[src/rtl/muldiv_sequencer_pkg.sv]
// Shared types and constants for the MULTU/DIVU sequencer and the decoder.
package muldiv_pkg;

    typedef enum logic [1:0] {
        IDLE = 2'd0,
        MUL  = 2'd1,
        DIV  = 2'd2,
        DONE = 2'd3
    } state_t;

    localparam logic OP_MULTU = 1'b0;
    localparam logic OP_DIVU  = 1'b1;

    // funct field encodings recognised by the decoder
    localparam logic [5:0] MULTU = 6'b011001;
    localparam logic [5:0] DIVU  = 6'b011011;
    localparam logic [5:0] MFHI  = 6'b010000;
    localparam logic [5:0] MFLO  = 6'b010010;

endpackage

[src/rtl/muldiv_sequencer_if.sv]
// Decoder <-> sequencer bus for MULTU/DIVU requests and HI/LO results.
interface muldiv_sequencer_if #(
    parameter int WIDTH = 32
);
    // start is a one-shot request, taken only when the sequencer is not busy and
    // flush is low; completion is a single-cycle done pulse with hi/lo already valid.
    logic             start;
    logic             op;
    logic [WIDTH-1:0] srca;
    logic [WIDTH-1:0] srcb;
    logic             flush;
    logic             busy;
    logic             done;
    logic             divzero;
    logic [WIDTH-1:0] hi;
    logic [WIDTH-1:0] lo;

    modport master (
        output start, op, srca, srcb, flush,
        input  busy, done, divzero, hi, lo
    );

    modport slave (
        input  start, op, srca, srcb, flush,
        output busy, done, divzero, hi, lo
    );

endinterface

[src/rtl/muldiv_sequencer_step.sv]
// One combinational iteration of the shift-add multiplier or restoring divider.
module muldiv_step
    import muldiv_pkg::*;
#(
    parameter int WIDTH = 32
) (
    input  logic             op,
    input  logic [WIDTH:0]   acc_i,
    input  logic [WIDTH-1:0] mplr_i,
    input  logic [WIDTH-1:0] operand_i,
    output logic [WIDTH:0]   acc_o,
    output logic [WIDTH-1:0] mplr_o
);

    logic [WIDTH:0] sum;
    logic [WIDTH:0] rem_sh;
    logic [WIDTH:0] rem_sub;
    logic           fits;

    always_comb begin
        // acc[W] is always 0 on entry, so adding the full acc equals acc[W-1:0] + mcand
        sum     = acc_i + (mplr_i[0] ? {1'b0, operand_i} : '0);
        rem_sh  = {acc_i[WIDTH-1:0], mplr_i[WIDTH-1]};
        rem_sub = rem_sh - {1'b0, operand_i};
        fits    = (rem_sh >= {1'b0, operand_i});

        if (op == OP_MULTU) begin
            acc_o  = {1'b0, sum[WIDTH:1]};
            mplr_o = {sum[0], mplr_i[WIDTH-1:1]};
        end else begin
            acc_o  = fits ? rem_sub : rem_sh;
            mplr_o = {mplr_i[WIDTH-2:0], fits};
        end
    end

endmodule

[src/rtl/muldiv_sequencer.sv]
// Multi-cycle MULTU/DIVU controller: FSM, iteration counter and the HI/LO registers.
module muldiv_sequencer
    import muldiv_pkg::*;
#(
    parameter int WIDTH = 32,
    parameter int CNT_W = 6
) (
    input  logic                clk,
    input  logic                reset,
    muldiv_sequencer_if.slave   bus,
    output state_t              state_dbg
);

    state_t           state_q, state_d;
    logic [CNT_W-1:0] cnt_q, cnt_d;
    logic [WIDTH:0]   acc_q, acc_d;
    logic [WIDTH-1:0] mplr_q, mplr_d;
    logic [WIDTH-1:0] opnd_q, opnd_d;
    logic             busy_q, busy_d;
    logic             done_q, done_d;
    logic             divzero_q, divzero_d;
    logic [WIDTH-1:0] hi_q, hi_d;
    logic [WIDTH-1:0] lo_q, lo_d;

    logic             step_op;
    logic [WIDTH:0]   step_acc;
    logic [WIDTH-1:0] step_mplr;
    logic             accept;

    assign step_op = (state_q == DIV) ? OP_DIVU : OP_MULTU;
    assign accept  = bus.start && !bus.flush;

    muldiv_step #(.WIDTH(WIDTH)) u_step (
        .op        (step_op),
        .acc_i     (acc_q),
        .mplr_i    (mplr_q),
        .operand_i (opnd_q),
        .acc_o     (step_acc),
        .mplr_o    (step_mplr)
    );

    always_comb begin
        state_d   = state_q;
        cnt_d     = cnt_q;
        acc_d     = acc_q;
        mplr_d    = mplr_q;
        opnd_d    = opnd_q;
        busy_d    = 1'b0;
        done_d    = 1'b0;
        divzero_d = 1'b0;
        hi_d      = hi_q;
        lo_d      = lo_q;

        case (state_q)
            IDLE, DONE: begin
                state_d = IDLE;
                if (accept) begin
                    cnt_d = CNT_W'(WIDTH);
                    acc_d = '0;
                    if (bus.op == OP_MULTU) begin
                        state_d = MUL;
                        busy_d  = 1'b1;
                        mplr_d  = bus.srcb;
                        opnd_d  = bus.srca;
                    end else if (bus.srcb == '0) begin
                        // divide by zero resolves immediately without iterating
                        state_d   = DONE;
                        done_d    = 1'b1;
                        divzero_d = 1'b1;
                        hi_d      = bus.srca;
                        lo_d      = '1;
                        mplr_d    = bus.srca;
                        opnd_d    = bus.srcb;
                    end else begin
                        state_d = DIV;
                        busy_d  = 1'b1;
                        mplr_d  = bus.srca;
                        opnd_d  = bus.srcb;
                    end
                end
            end
            MUL, DIV: begin
                if (bus.flush) begin
                    state_d = IDLE;
                    cnt_d   = '0;
                end else begin
                    acc_d  = step_acc;
                    mplr_d = step_mplr;
                    cnt_d  = cnt_q - CNT_W'(1);
                    if (cnt_q == CNT_W'(1)) begin
                        state_d = DONE;
                        done_d  = 1'b1;
                        hi_d    = step_acc[WIDTH-1:0];
                        lo_d    = step_mplr;
                    end else begin
                        busy_d = 1'b1;
                    end
                end
            end
            default: state_d = IDLE;
        endcase
    end

    always_ff @(posedge clk or negedge reset) begin
        if (!reset) begin
            state_q   <= IDLE;
            cnt_q     <= '0;
            acc_q     <= '0;
            mplr_q    <= '0;
            opnd_q    <= '0;
            busy_q    <= 1'b0;
            done_q    <= 1'b0;
            divzero_q <= 1'b0;
            hi_q      <= '0;
            lo_q      <= '0;
        end else begin
            state_q   <= state_d;
            cnt_q     <= cnt_d;
            acc_q     <= acc_d;
            mplr_q    <= mplr_d;
            opnd_q    <= opnd_d;
            busy_q    <= busy_d;
            done_q    <= done_d;
            divzero_q <= divzero_d;
            hi_q      <= hi_d;
            lo_q      <= lo_d;
        end
    end

    assign bus.busy    = busy_q;
    assign bus.done    = done_q;
    assign bus.divzero = divzero_q;
    assign bus.hi      = hi_q;
    assign bus.lo      = lo_q;
    assign state_dbg   = state_q;

endmodule

[src/flat_wrapper.sv]
// flat-port wrapper written by rule: the top's interface ports become plain ports
module muldiv_sequencer_flat import muldiv_pkg::*;
#(
    parameter int WIDTH = 32,
    parameter int CNT_W = 6
)
  (clk, reset, state_dbg, bus_start, bus_op, bus_srca, bus_srcb, bus_flush, bus_busy, bus_done, bus_divzero, bus_hi, bus_lo);
  muldiv_sequencer_if #(.WIDTH(WIDTH)) bus_i ();
  input  logic clk;
  input  logic reset;
  output state_t state_dbg;
  input wire logic [$bits(bus_i.start)-1:0] bus_start;
  input wire logic [$bits(bus_i.op)-1:0] bus_op;
  input wire logic [$bits(bus_i.srca)-1:0] bus_srca;
  input wire logic [$bits(bus_i.srcb)-1:0] bus_srcb;
  input wire logic [$bits(bus_i.flush)-1:0] bus_flush;
  output wire logic [$bits(bus_i.busy)-1:0] bus_busy;
  output wire logic [$bits(bus_i.done)-1:0] bus_done;
  output wire logic [$bits(bus_i.divzero)-1:0] bus_divzero;
  output wire logic [$bits(bus_i.hi)-1:0] bus_hi;
  output wire logic [$bits(bus_i.lo)-1:0] bus_lo;
  assign bus_i.start = bus_start;
  assign bus_i.op = bus_op;
  assign bus_i.srca = bus_srca;
  assign bus_i.srcb = bus_srcb;
  assign bus_i.flush = bus_flush;
  assign bus_busy = bus_i.busy;
  assign bus_done = bus_i.done;
  assign bus_divzero = bus_i.divzero;
  assign bus_hi = bus_i.hi;
  assign bus_lo = bus_i.lo;
  muldiv_sequencer #(.WIDTH(WIDTH), .CNT_W(CNT_W)) u_core (.clk(clk), .reset(reset), .bus(bus_i), .state_dbg(state_dbg));
endmodule
[config.mk]
export PLATFORM = sky130hd
export DESIGN_NAME = muldiv_sequencer_flat
export DESIGN_NICKNAME = d
export VERILOG_FILES = /design/src/rtl/muldiv_sequencer_pkg.sv /design/src/rtl/muldiv_sequencer_if.sv /design/src/rtl/muldiv_sequencer_step.sv /design/src/rtl/muldiv_sequencer.sv /design/src/flat_wrapper.sv
export SDC_FILE = /design/constraint.sdc
export NUM_CORES = 1
export LEC_CHECK = 0
export ABC_AREA = 1
export CORE_ASPECT_RATIO = 0.9
export CORE_MARGIN = 3
export CORE_UTILIZATION = 55
export DETAILED_ROUTE_END_ITERATION = 10
export PLACE_DENSITY_LB_ADDON = 0.3
export SLEW_MARGIN = 0
export SYNTH_ARGS = -nofsm -noshare
export SYNTH_HDL_FRONTEND = slang
export SYNTH_SLANG_ARGS = --single-unit
[constraint.sdc]
create_clock -name clk -period 3.6 [get_ports clk]
set_clock_uncertainty 0.1 [all_clocks]
set_input_delay 0.54 -clock clk [delete_from_list [all_inputs] [get_ports clk]]
set_output_delay 0.54 -clock clk [all_outputs]
set_load 0.02 [all_outputs]
[Yosys cells after proc, flatten, opt, wreduce, memory -nomap -nowiden]
Index checks and enable logic that the tools add are counted.
Storage, ports and cells
  flip-flop bits (word level): 172
  logic and storage cells: 80
  input port bits: 69
  output and inout port bits: 69
Operators by class
  order comparisons: 1
  reductions and logical operators: 9
  equality and inequality tests: 10
  $add $sub $neg: 3
  mux-type cells: 47
Operators by type and width (number)
  $mux 32: 16
  $pmux 32 s2: 3
  $mux 33: 4
  $pmux 33 s2: 1
  $add 33x33->33: 1
  $ge 33x32->1: 1
  $sub 33x32->33: 1
  $logic_not 32->1: 1
  $mux 1: 13
  $mux 6: 2
  $pmux 6 s2: 1
  $mux 2: 4
  $eq 6x1->1 const B: 1
  $ne 2x1->1 const B: 3
  $sub 6x1->6 const B: 1
  $reduce_and 5->1: 1
  $eq 2x2->1 const B: 2
  $ne 2x2->1 const B: 2
  $pmux 1 s2: 2
  $pmux 2 s2: 1
  $reduce_and 2->1: 2
  $reduce_or 2->1: 2
  $ne 3x2->1 const B: 1
  $eq 2x1->1 const B: 1
  other kinds (3): 3

[Depth between registers and ports, before layout]
Gate-level depths: netlist of run 1.
  depth after elaboration: 6
  mapped depth: 19
  mapped depth without buffers: 18

[Hierarchy]
A second synthesis of run 1 with hierarchy kept.
Second synthesis, totals
  cells, all modules: 2277
  area total of the unflattened synthesis: 14406.3 µm²
By module, submodules not included
  muldiv_sequencer: seq. area each 4304.1 µm², instances 1, area an instance 8296.7 µm², cells each 1030
  muldiv_step: seq. area each 0.0 µm², instances 1, area an instance 6109.6 µm², cells each 1247

[Worst setup path after synthesis of run 1]
Ideal clock, no wire load.
  path type: flip-flop to flip-flop
  from: reg u_core.mplr_q[0]
  to: reg u_core.acc_q[29]
  data required time: 3.417 ns
  library setup time: 0.083 ns
  cell stages (with the launch flop): 20
  clock period less this slack: 2.569 ns
  buffers on the path: 2
  path slack: 1.031 ns
  arrival: 2.386 ns
  path through: dfrtp_1 clkbuf_1 clkbuf_1 nand2_1 inv_1 ha_1 fa_1 nand3_1 nand2_1 nand3_1 nand2_1 nand2_1 nand2_1 nand2_1 nand2_1 nand2_1 nand3_1 nand2_1 nand2_1 o21ai_0
On the way
  word-level cells in the longest chain between the ends: 5
Ends and longest elaborated chain
  start: declaration: RTL line muldiv_sequencer.sv:17  | logic [WIDTH-1:0] mplr_q, mplr_d;
  start signal: assignment: RTL line muldiv_sequencer.sv:120  | mplr_q <= mplr_d;
  $mux 32: RTL line muldiv_sequencer_step.sv:22  | sum = acc_i + (mplr_i[0] ? {1'b0, operand_i} : '0);
  $add 33x33->33: RTL line muldiv_sequencer_step.sv:22
  $mux 33: RTL line muldiv_sequencer_step.sv:27  | if (op == OP_MULTU) begin
  $mux 33: RTL line muldiv_sequencer.sv:83  | if (bus.flush) begin
  $pmux 33 s2: RTL line muldiv_sequencer.sv:54  | case (state_q)
  end signal: assignment: RTL line muldiv_sequencer.sv:108  | acc_q <= '0;
  end signal: assignment: RTL line muldiv_sequencer.sv:119  | acc_q <= acc_d;
  end: declaration: RTL line muldiv_sequencer.sv:16  | logic [WIDTH:0] acc_q, acc_d;
No other way between the ends. The select of a mux whose other input is x is not followed.
A chain may end at the register's enable or synchronous reset.

[Final worst setup path of run 1]
  from: reg u_core.acc_q[6]
  to: reg u_core.hi_q[10], in the netlist u_core.bus.hi[10]
On the way
  word-level cells in the longest chain between the ends: 6
  elaborated cells between the ends (all ways): 8
  those cells by class: add/sub: 2; order compare: 1; mux: 5
Ends and longest elaborated chain
  $sub 33x32->33 / $ge 33x32->1 (equally long branches): RTL line muldiv_sequencer_step.sv:24, muldiv_sequencer_step.sv:25
  $mux 33: RTL line muldiv_sequencer_step.sv:31  | acc_o = fits ? rem_sub : rem_sh;
  $mux 33 *: RTL line muldiv_sequencer_step.sv:27
  $mux 32 *: RTL line muldiv_sequencer.sv:90  | if (cnt_q == CNT_W'(1)) begin
  $mux 32 *: RTL line muldiv_sequencer.sv:83
  $pmux 32 s2 *: RTL line muldiv_sequencer.sv:54
  end signal: assignment: RTL line muldiv_sequencer.sv:125  | hi_q <= hi_d;
  end: declaration: RTL line muldiv_sequencer.sv:22  | logic [WIDTH-1:0] hi_q, hi_d;
Every way passes the cells marked *; elsewhere a longest branch is shown, timed or not. The select of a mux whose other input is x is not followed.

==> results of run 1 <==
==> where the power goes <==
| part | leakage, nW | total [mW] | switching [mW] | internal (mW) |
|---|---|---|---|---|
| logic | 5.76 | 7.02 | 4.51 | 2.51 |
| clock network | 0.315 | 2.08 | 0.859 | 1.22 |
| registers | 2.17 | 3.31 | 0.663 | 2.65 |
==> how the worst min path moves through the flow <==
stage / endpoint / slack, ps / depth (start not counted)
6_report: u_core.bus.lo[26] / -5 / 1
5_1_grt: u_core.bus.lo[28] / 30 / 1
4_1_cts: u_core.bus.lo[28] / 10 / 1
3_5_place_dp: u_core.bus.lo[13] / 360 / 2
3_3_place_gp: u_core.bus.lo[26] / 360 / 2
2_1_floorplan: u_core.acc_q[0] / 140 / 0
==> state kept, by name (all words and copies together) (netlist names) <==
register,cells
u_core.bus.busy,1
u_core.bus.lo,32
u_core.cnt_q,6
u_core.bus.divzero,1
u_core.acc_q,33
u_core.bus.hi,32
u_core.opnd_q,32
u_core.mplr_q,32
u_core.state_dbg,2
u_core.bus.done,1
==> stage by stage <==
stage          area (um2)    util  instances  hold WS, ps  total power [mW]
2_1_floorplan       13530       -       2147        144.4             7.649
3_3_place_gp        15200  0.6404       2528        358.4             10.02
3_5_place_dp        15200  0.6404       2528        359.0             10.14
4_1_cts             15860  0.6680       2560        10.57             12.28
5_1_grt             15860  0.6680       2560        29.53             13.26
6_report            15860  0.6680       2560       -4.805             12.41
==> critical path: stages (launching register included) <==
cell and delay, ps:
dfrtp_1 440, ha_1 350, nand2_1 140, inv_2 70
nand2_1 60, nand2_1 120, inv_2 80, nand3_2 140
nand2_1 100, nand2_1 90, nand2_2 290, nand2_4 240
inv_2 130, buf_12 170, nand2_1 70, nand3_1 70
nand3_1 190, a21oi_1 220
==> metal layers <==
metal  up-vias  part of all wire  track usage
met2       832              0.43       0.5486
met5         -                 0            0
met3       171             0.087      0.06491
met1      6963              0.42       0.5144
li1       7088                 -            -
met4         0             0.056       0.1782
==> kinds of logic after synthesis <==
group                      share of synthesized area
AOI/OAI and AO/OA                             0.1448
xor gates and xnor gates                     0.01619
adders and majority gates                    0.06494
buffers and inverters                         0.1061
DFF                                           0.3182
and+or+nand+nor                               0.3498
==> synth_stat cells, drive strengths merged <==
library cell,number
nand2,728
inv,288
nand3,187
nor2,182
dfrtp,172
a21oi,163
o21ai,144
ha,67
clkbuf,64
o211ai,25
buf,19
o31ai,18
xor2,14
nand3b,12
nand4,12
nor4,11
xnor2,11
and2,5
nor3,5
a21o,4
o21bai,3
or2,3
a31oi,2
fa,2
a311oi,1
a32o,1
and3,1
clkinv,1
o22ai,1
o32ai,1
==> final cells by class <==
| cell class | count | area, um2 |
|---|---|---|
| timing repair buffer | 162 | 1635 |
| fill | 2157 | 7883 |
| inverter | 289 | 1085 |
| sequential | 172 | 4304 |
| multi-input combinational | 1603 | 7801 |
| clock inverter | 13 | 201.4 |
| tap | 302 | 377.9 |
| clock buffer | 19 | 452.9 |
==> run metrics, run 1 <==
Die H=154.8 um; 1st-iter DRT viols=1,826; Crit Path Category=register to register; max_cap viols=0; DR WL/cell=19.22 um; P_leak=8.247 nW; total congestion overflow=0; DRT Wirelength=49,220 um; Detailed Routing Iterations Pass 1=6; postcts setup bufs=0; r2r endpoint=u_core.bus.hi[10]; WP data arrival=3450 ps; initial antenna violation count=0; Mapped Area=13,530 um2; cells on worst reg2reg path=17; hold_ws=-4.805 ps; # hold bufs at CTS=0; nets@finish=2,383; final worst slack=417.7 ps; most common cell after layout, fill and taps aside=nand2_1; clk root buf=clkbuf_16; Pwr Density=782.9 nW/um2; most frequent cells in the layout=721 x nand2_1, 272 x inv_1, 186 x nand3_1; Yosys Warn Count=0; # IOs=138; RSZ-0062 raised after global routing=no; DR vias=15,050; Worst R2R Start=u_core.acc_q[6]; vias in the first global route=13,960; starting density of the core=0.5697; clk sinks=172; Clock Path Buffers=2; FP Rows=53; failing checks=negative hold slack; DR DRC count=0; synth-to-layout area growth=17.24%; Fin Setup TNS=0 ps; synth unique cells=39; status=finished with violations; layout cells sized above 1=0.04340; Critical Path Source Type=register; post-route ant nets=0; slew margin rel.=0.4936; DP Wirelength=37,470 um; area of the core=23,740 um2; Port Buffers=137; Clock transition at path regs=70 ps; final estimated routing congestion in global placement=1.033; worst slack, placed=543.2 ps; Setup violations, final=0; GR Util All Layers=0.3669; Hold Path Class=input port to asynchronous set/reset pin; full die area=26,510 um2; nature of the critical path endpoint=register; clk_lat worst skew=450 ps; Vias/cell=5.880; Yosys top cell by area=dfrtp_1; final worst-path cycle share=0.8840; R2R Setup Slk=420 ps; CP startpoint=u_core.acc_q[6]; H-tree levels=4; Worst Path Required=3860 ps; first-pass GRT wire length=75,510 um; post-synth net total=2,285; final hold vios=6; fin crit period=3182 ps; synthesized area per cell=6.300 um2; worst vdd ir=0.4989 mV; post-cts sizing count=0; post-synthesis instance total=2,147; Ant. Diodes=0; number of CTS-inserted buffers=17; cells taking the most area after synthesis=dfrtp_1 32%, nand2_1 20%, inv_1 7.6%; Die Wd=171.3 um; pin count of the biggest net entering global routing=85; worst setup path endpoint=u_core.bus.hi[10]; sequential share of the synthesized area=0.3182; Max Fclk=0.3142 GHz; actual slew at the worst max-slew pin=759.6 ps; synthesized flop and latch total=172; Final Max Tran Viols=0; Crit Path Max Fanout=18; post-synth top area share=0.3182; CTS tree=done
Note: power is estimated with default switching activity, not from simulation.
==> run 2: changes to the inputs <==
Settings changed: CORE_UTILIZATION 55 to 52.
==> run metrics, run 2 (synthesis gave the netlist of run 1 again) <==
# IOs=138 (unchanged); Top reg by flops=u_core.acc_q; fin crit period=3225 ps (+42.85 ps); DP Wirelength=36,650 um (-2.2%); Die H=159 um (+2.7%); Port Buffers=137 (unchanged); RSZ-0062 raised after global routing=no; Crit Path Category=register to register; vias in the first global route=13,950 (-0.057%); initial antenna violation count=2 (+2); final worst slack=374.8 ps (-42.85 ps); DR WL/cell=18.46 um (-4.0%); P_leak=8.259 nW (+0.14%); slew margin rel.=0.2486 (-0.2450); clk root buf=clkbuf_16; Worst R2R Start=u_core.opnd_q[15]; full die area=27,980 um2 (+5.6%); first-pass GRT wire length=74,460 um (-1.4%); met2 global-route usage=0.5237 (-0.02487); busiest layer in global routing=met2; cells on worst reg2reg path=15 (-2); FP Rows=55 (+3.8%); Power, Total=12.25 mW (-1.3%); worst slack, placed=453.5 ps (-89.70 ps); Worst Path Required=3820 ps (-40 ps); Fin Setup TNS=0 ps (unchanged); DR DRC count=0 (unchanged); nature of the critical path endpoint=register; Ant. Diodes=0 (unchanged); R2R Setup Slk=370 ps (-40 ps); pin count of the biggest net entering global routing=92 (+8.2%); actual slew at the worst max-slew pin=1125 ps (+365.8 ps); final hold vios=0 (-6); post-layout util=0.6254 (-0.04259); DRT Wirelength=48,050 um (-2.4%); postcts setup bufs=0 (unchanged); Max Fclk=0.3101 GHz (-1.3%); Pwr Density=771.3 nW/um2 (-1.5%); # hold bufs at CTS=0 (unchanged); clk sinks=172 (unchanged); status=completed; number of CTS-inserted buffers=17 (unchanged); layout cells sized above 1=0.04423 (+0.0008270); Detailed Routing Iterations Pass 1=6 (unchanged); r2r endpoint=u_core.bus.hi[24]; Hold Path Class=input port to asynchronous set/reset pin; Clock Path Buffers=2 (unchanged); max reg flops=33 (unchanged); CTS tree=done; clk_lat worst skew=440 ps (about the same); Die Wd=176 um (+2.7%); H-tree levels=4 (unchanged); final estimated routing congestion in global placement=1.022 (-1.1%); Setup violations, final=0 (unchanged); Vias/cell=5.687 (-3.3%); post-cts sizing count=0 (unchanged); max_cap viols=0 (unchanged); post-route ant nets=0 (unchanged); grt met1 use=0.4582 (-0.05617); Clock transition at path regs=70 ps (about the same); final worst-path cycle share=0.8959 (+0.01190); Critical Path Source Type=register; starting density of the core=0.5326 (-0.03708); met3 Track Usage GR=0.06772 (+0.002804); CP startpoint=u_core.opnd_q[15]; GR Util All Layers=0.3373 (-0.02955); total congestion overflow=0 (unchanged); DR vias=14,800 (-1.7%); nets@finish=2,387 (+0.17%); WP data arrival=3440 ps (about the same); area of the core=25,390 um2 (+7.0%); most common cell after layout, fill and taps aside=nand2_1; most frequent cells in the layout=721 x nand2_1, 272 x inv_1, 186 x nand3_1; 1st-iter DRT viols=1,567 (-14%); worst vdd ir=0.5291 mV (+6.0%); Final Max Tran Viols=0 (unchanged); synth-to-layout area growth=17.41%; Crit Path Max Fanout=23 (+5)
run 2: final cells by class:
cell class              count  area (um2)
repair buffers            166        1615
flip-flops and latches    172        4304
clock buffers              20       456.7
fillers                  2392        9513
clock inverters            11       190.2
multi-input cells        1603        7801
inverters                 289        1085
well taps                 342       427.9
run 2: per-stage QoR:
| step | area (um2) | cells | hold slack (ps) |
|---|---|---|---|
| 6_report | 15880 | 2603 | 5.956 |
| 5_1_grt | 15880 | 2603 | 53.99 |
| 4_1_cts | 15880 | 2603 | 54.66 |
| 3_5_place_dp | 15230 | 2572 | 358.8 |
| 3_3_place_gp | 15230 | 2572 | 357.6 |
| 2_1_floorplan | 13530 | 2147 | 144.4 |
run 2: power breakdown:
| group | total, mW | switching [mW] | internal, mW |
|---|---|---|---|
| combinational | 6.87 | 4.39 | 2.48 |
| sequential | 3.32 | 0.670 | 2.65 |
| clock | 2.06 | 0.796 | 1.26 |
run 2: routing by layer:
| layer | routed length, um | part of all wire |
|---|---|---|
| met1 | 20340 | 0.42 |
| met2 | 21380 | 0.45 |
| met3 | 4129 | 0.086 |
| met4 | 2157 | 0.045 |
| met5 | 29 | 0.00060 |
run 2: worst max-delay path by stage:
stage / end / cells after the start
4_1_cts: u_core.bus.hi[26] / 15
6_report: u_core.bus.hi[24] / 15
2_1_floorplan: u_core.acc_q[29] / 19
3_5_place_dp: u_core.bus.hi[10] / 11
3_3_place_gp: u_core.bus.hi[5] / 11
5_1_grt: u_core.bus.hi[26] / 15
run 2: worst max-delay path, stage by stage, from the launching register on:
cell and delay, ps:
dfrtp_1 450, inv_1 70, ha_1 350, nand2_1 120, nor2_2 250, nand2_1 80, nor2_1 250, nand3_1 170
nand2_2 140, nor2_8 70, nand2_4 260, inv_2 260, nand2_1 110, nand3_1 130, nand2_1 180, a21oi_1 80
==> run 3: changes to the inputs <==
Settings changed: SLEW_MARGIN 0 to 20.
==> run metrics, run 3 (synthesis gave the netlist of run 1 again) <==
R2R Setup Slk=360 ps (about the same); post-cts sizing count=0 (unchanged); Sw Ratio=0.4775 (about the same); P_leak=8.259 nW (about the same); H-tree levels=4 (unchanged); post-route cell area=15,880 um2 (about the same); Power, Total=12.24 mW (about the same); internal power=6.398 mW (about the same); Detailed Routing Iterations Pass 1=7 (+1); Top reg by flops=u_core.acc_q; status=finished with violations; Max Fclk=0.3086 GHz (-0.46%); nets@finish=2,387 (unchanged); Vias/cell=5.665 (-0.38%); worst slack, placed=453.5 ps (unchanged); CTS tree=done; actual slew at the worst max-slew pin=1018 ps (-107.5 ps); Net Sw Power=5.846 mW (about the same); filler instances=2,392 (unchanged); Port Buffers=137 (unchanged); final worst slack=360.0 ps (-14.76 ps); pin count of the biggest net entering global routing=92 (unchanged); post-route insts no fill=2,603 (unchanged); full die area=27,980 um2 (unchanged); Hold Path Class=input port to asynchronous set/reset pin; clock network fraction of total power=0.168 (about the same); Clock Path Buffers=2 (unchanged); slew margin rel.=0.3204 (+0.07176); Ant. Diodes=0 (unchanged); r2r endpoint=u_core.bus.hi[26]; WP data arrival=3490 ps (+50 ps); DP Wirelength=36,650 um (unchanged); Worst R2R Start=u_core.mplr_q[0]; placed insts=2,572 (unchanged); number of CTS-inserted buffers=17 (unchanged); Post-DP Area=15,230 um2 (unchanged); initial antenna violation count=2 (unchanged); Die Wd=176 um (unchanged); Setup violations, final=0 (unchanged); post-route ant nets=0 (unchanged); DR vias=14,750 (-0.38%); Critical Path Source Type=register; fin crit period=3240 ps (+14.76 ps); power share of the combinational group=0.561 (about the same); synth-to-layout area growth=17.42% (about the same); vias in the first global route=13,950 (unchanged); DRT Wirelength=48,030 um (about the same); Die H=159 um (unchanged); area of the multi-input gates=7801 um2 (unchanged); most frequent cells in the layout=721 x nand2_1, 272 x inv_1, 186 x nand3_1; # IOs=138 (unchanged); postcts setup bufs=0 (unchanged); Fin Setup TNS=0 ps (unchanged); failing checks=negative hold slack; clk_lat worst skew=440 ps (about the same); Final Max Tran Viols=0 (unchanged); nature of the critical path endpoint=register; DR WL/cell=18.45 um (about the same); max_cap viols=0 (unchanged); worst vdd ir=0.5286 mV (about the same); final hold vios=1 (+1); clk sinks=172 (unchanged); # hold bufs at CTS=0 (unchanged); max reg flops=33 (unchanged); Crit Path Max Fanout=18 (-22%); Worst Path Required=3850 ps (+30 ps); Pwr Density=770.9 nW/um2 (about the same); clk root buf=clkbuf_16; register area=4304 um2 (unchanged); hold_ws=-0.9115 ps (-6.867 ps); FP Rows=55 (unchanged); final estimated routing congestion in global placement=1.022 (unchanged); Clock transition at path regs=60 ps (about the same); worst setup path endpoint=u_core.bus.hi[26]; most common cell after layout, fill and taps aside=nand2_1; cells on worst reg2reg path=15 (unchanged); area of the core=25,390 um2 (unchanged); final worst-path cycle share=0.9000 (+0.004099); GR Util All Layers=0.3373 (unchanged); layout cells sized above 1=0.04423 (unchanged); Crit Path Category=register to register; total congestion overflow=0 (unchanged); post-layout util=0.6254 (about the same); first-pass GRT wire length=74,460 um (unchanged); 1st-iter DRT viols=1,580 (+0.83%); DR DRC count=0 (unchanged); CP startpoint=u_core.mplr_q[0]; sequential share of power=0.271 (about the same); RSZ-0062 raised after global routing=no; starting density of the core=0.5326 (unchanged)
run 3: worst min-delay path by stage:
stage / endpoint / slack, ps
finish: u_core.mplr_q[28] / -0.9
detailed placement: u_core.bus.lo[6] / 360
CTS: u_core.bus.lo[26] / 50
global route: u_core.bus.lo[29] / 50
floorplan: u_core.acc_q[0] / 140
global placement: u_core.bus.lo[12] / 360
run 3: critical path, cell delays in order, from the launching register on:
cell	delay (ps)
dfrtp_1	720
buf_4	350
nand2_1	80
inv_1	60
ha_1	280
a21oi_1	200
o21ai_0	170
a21oi_1	320
nor2_1	140
nor2_1	150
nand2_1	70
nand2_1	50
nand3_1	70
nand2_1	110
nand2_1	110
a21oi_1	180
run 3: power groups by stage:
stage          registers [mW]  clock network (mW)  logic [mW]
2_1_floorplan            3.49                   0        4.16
3_3_place_gp             3.31                   0        6.62
3_5_place_dp             3.31                   0        6.74
4_1_cts                  3.30                2.07        6.78
5_1_grt                  3.38                2.16        7.60
6_report                 3.32                2.05        6.87
run 3: routing by layer:
layer	up-vias	global-route usage	wire (um)
li1	7085	-	-
met1	6817	0.4582	20360
met2	711	0.5237	21360
met3	131	0.06772	4099
met4	2	0.1468	2194
met5	-	0	12
run 3: layout make-up:
| class | instances | area share |
|---|---|---|
| clock buffers | 20 | 0.02876 |
| clock inverters | 11 | 0.01198 |
| inverters | 289 | 0.06838 |
| multi-input cells | 1603 | 0.4912 |
| flip-flops and latches | 172 | 0.2710 |
| well taps | 342 | 0.02694 |
| repair buffers | 166 | 0.1017 |
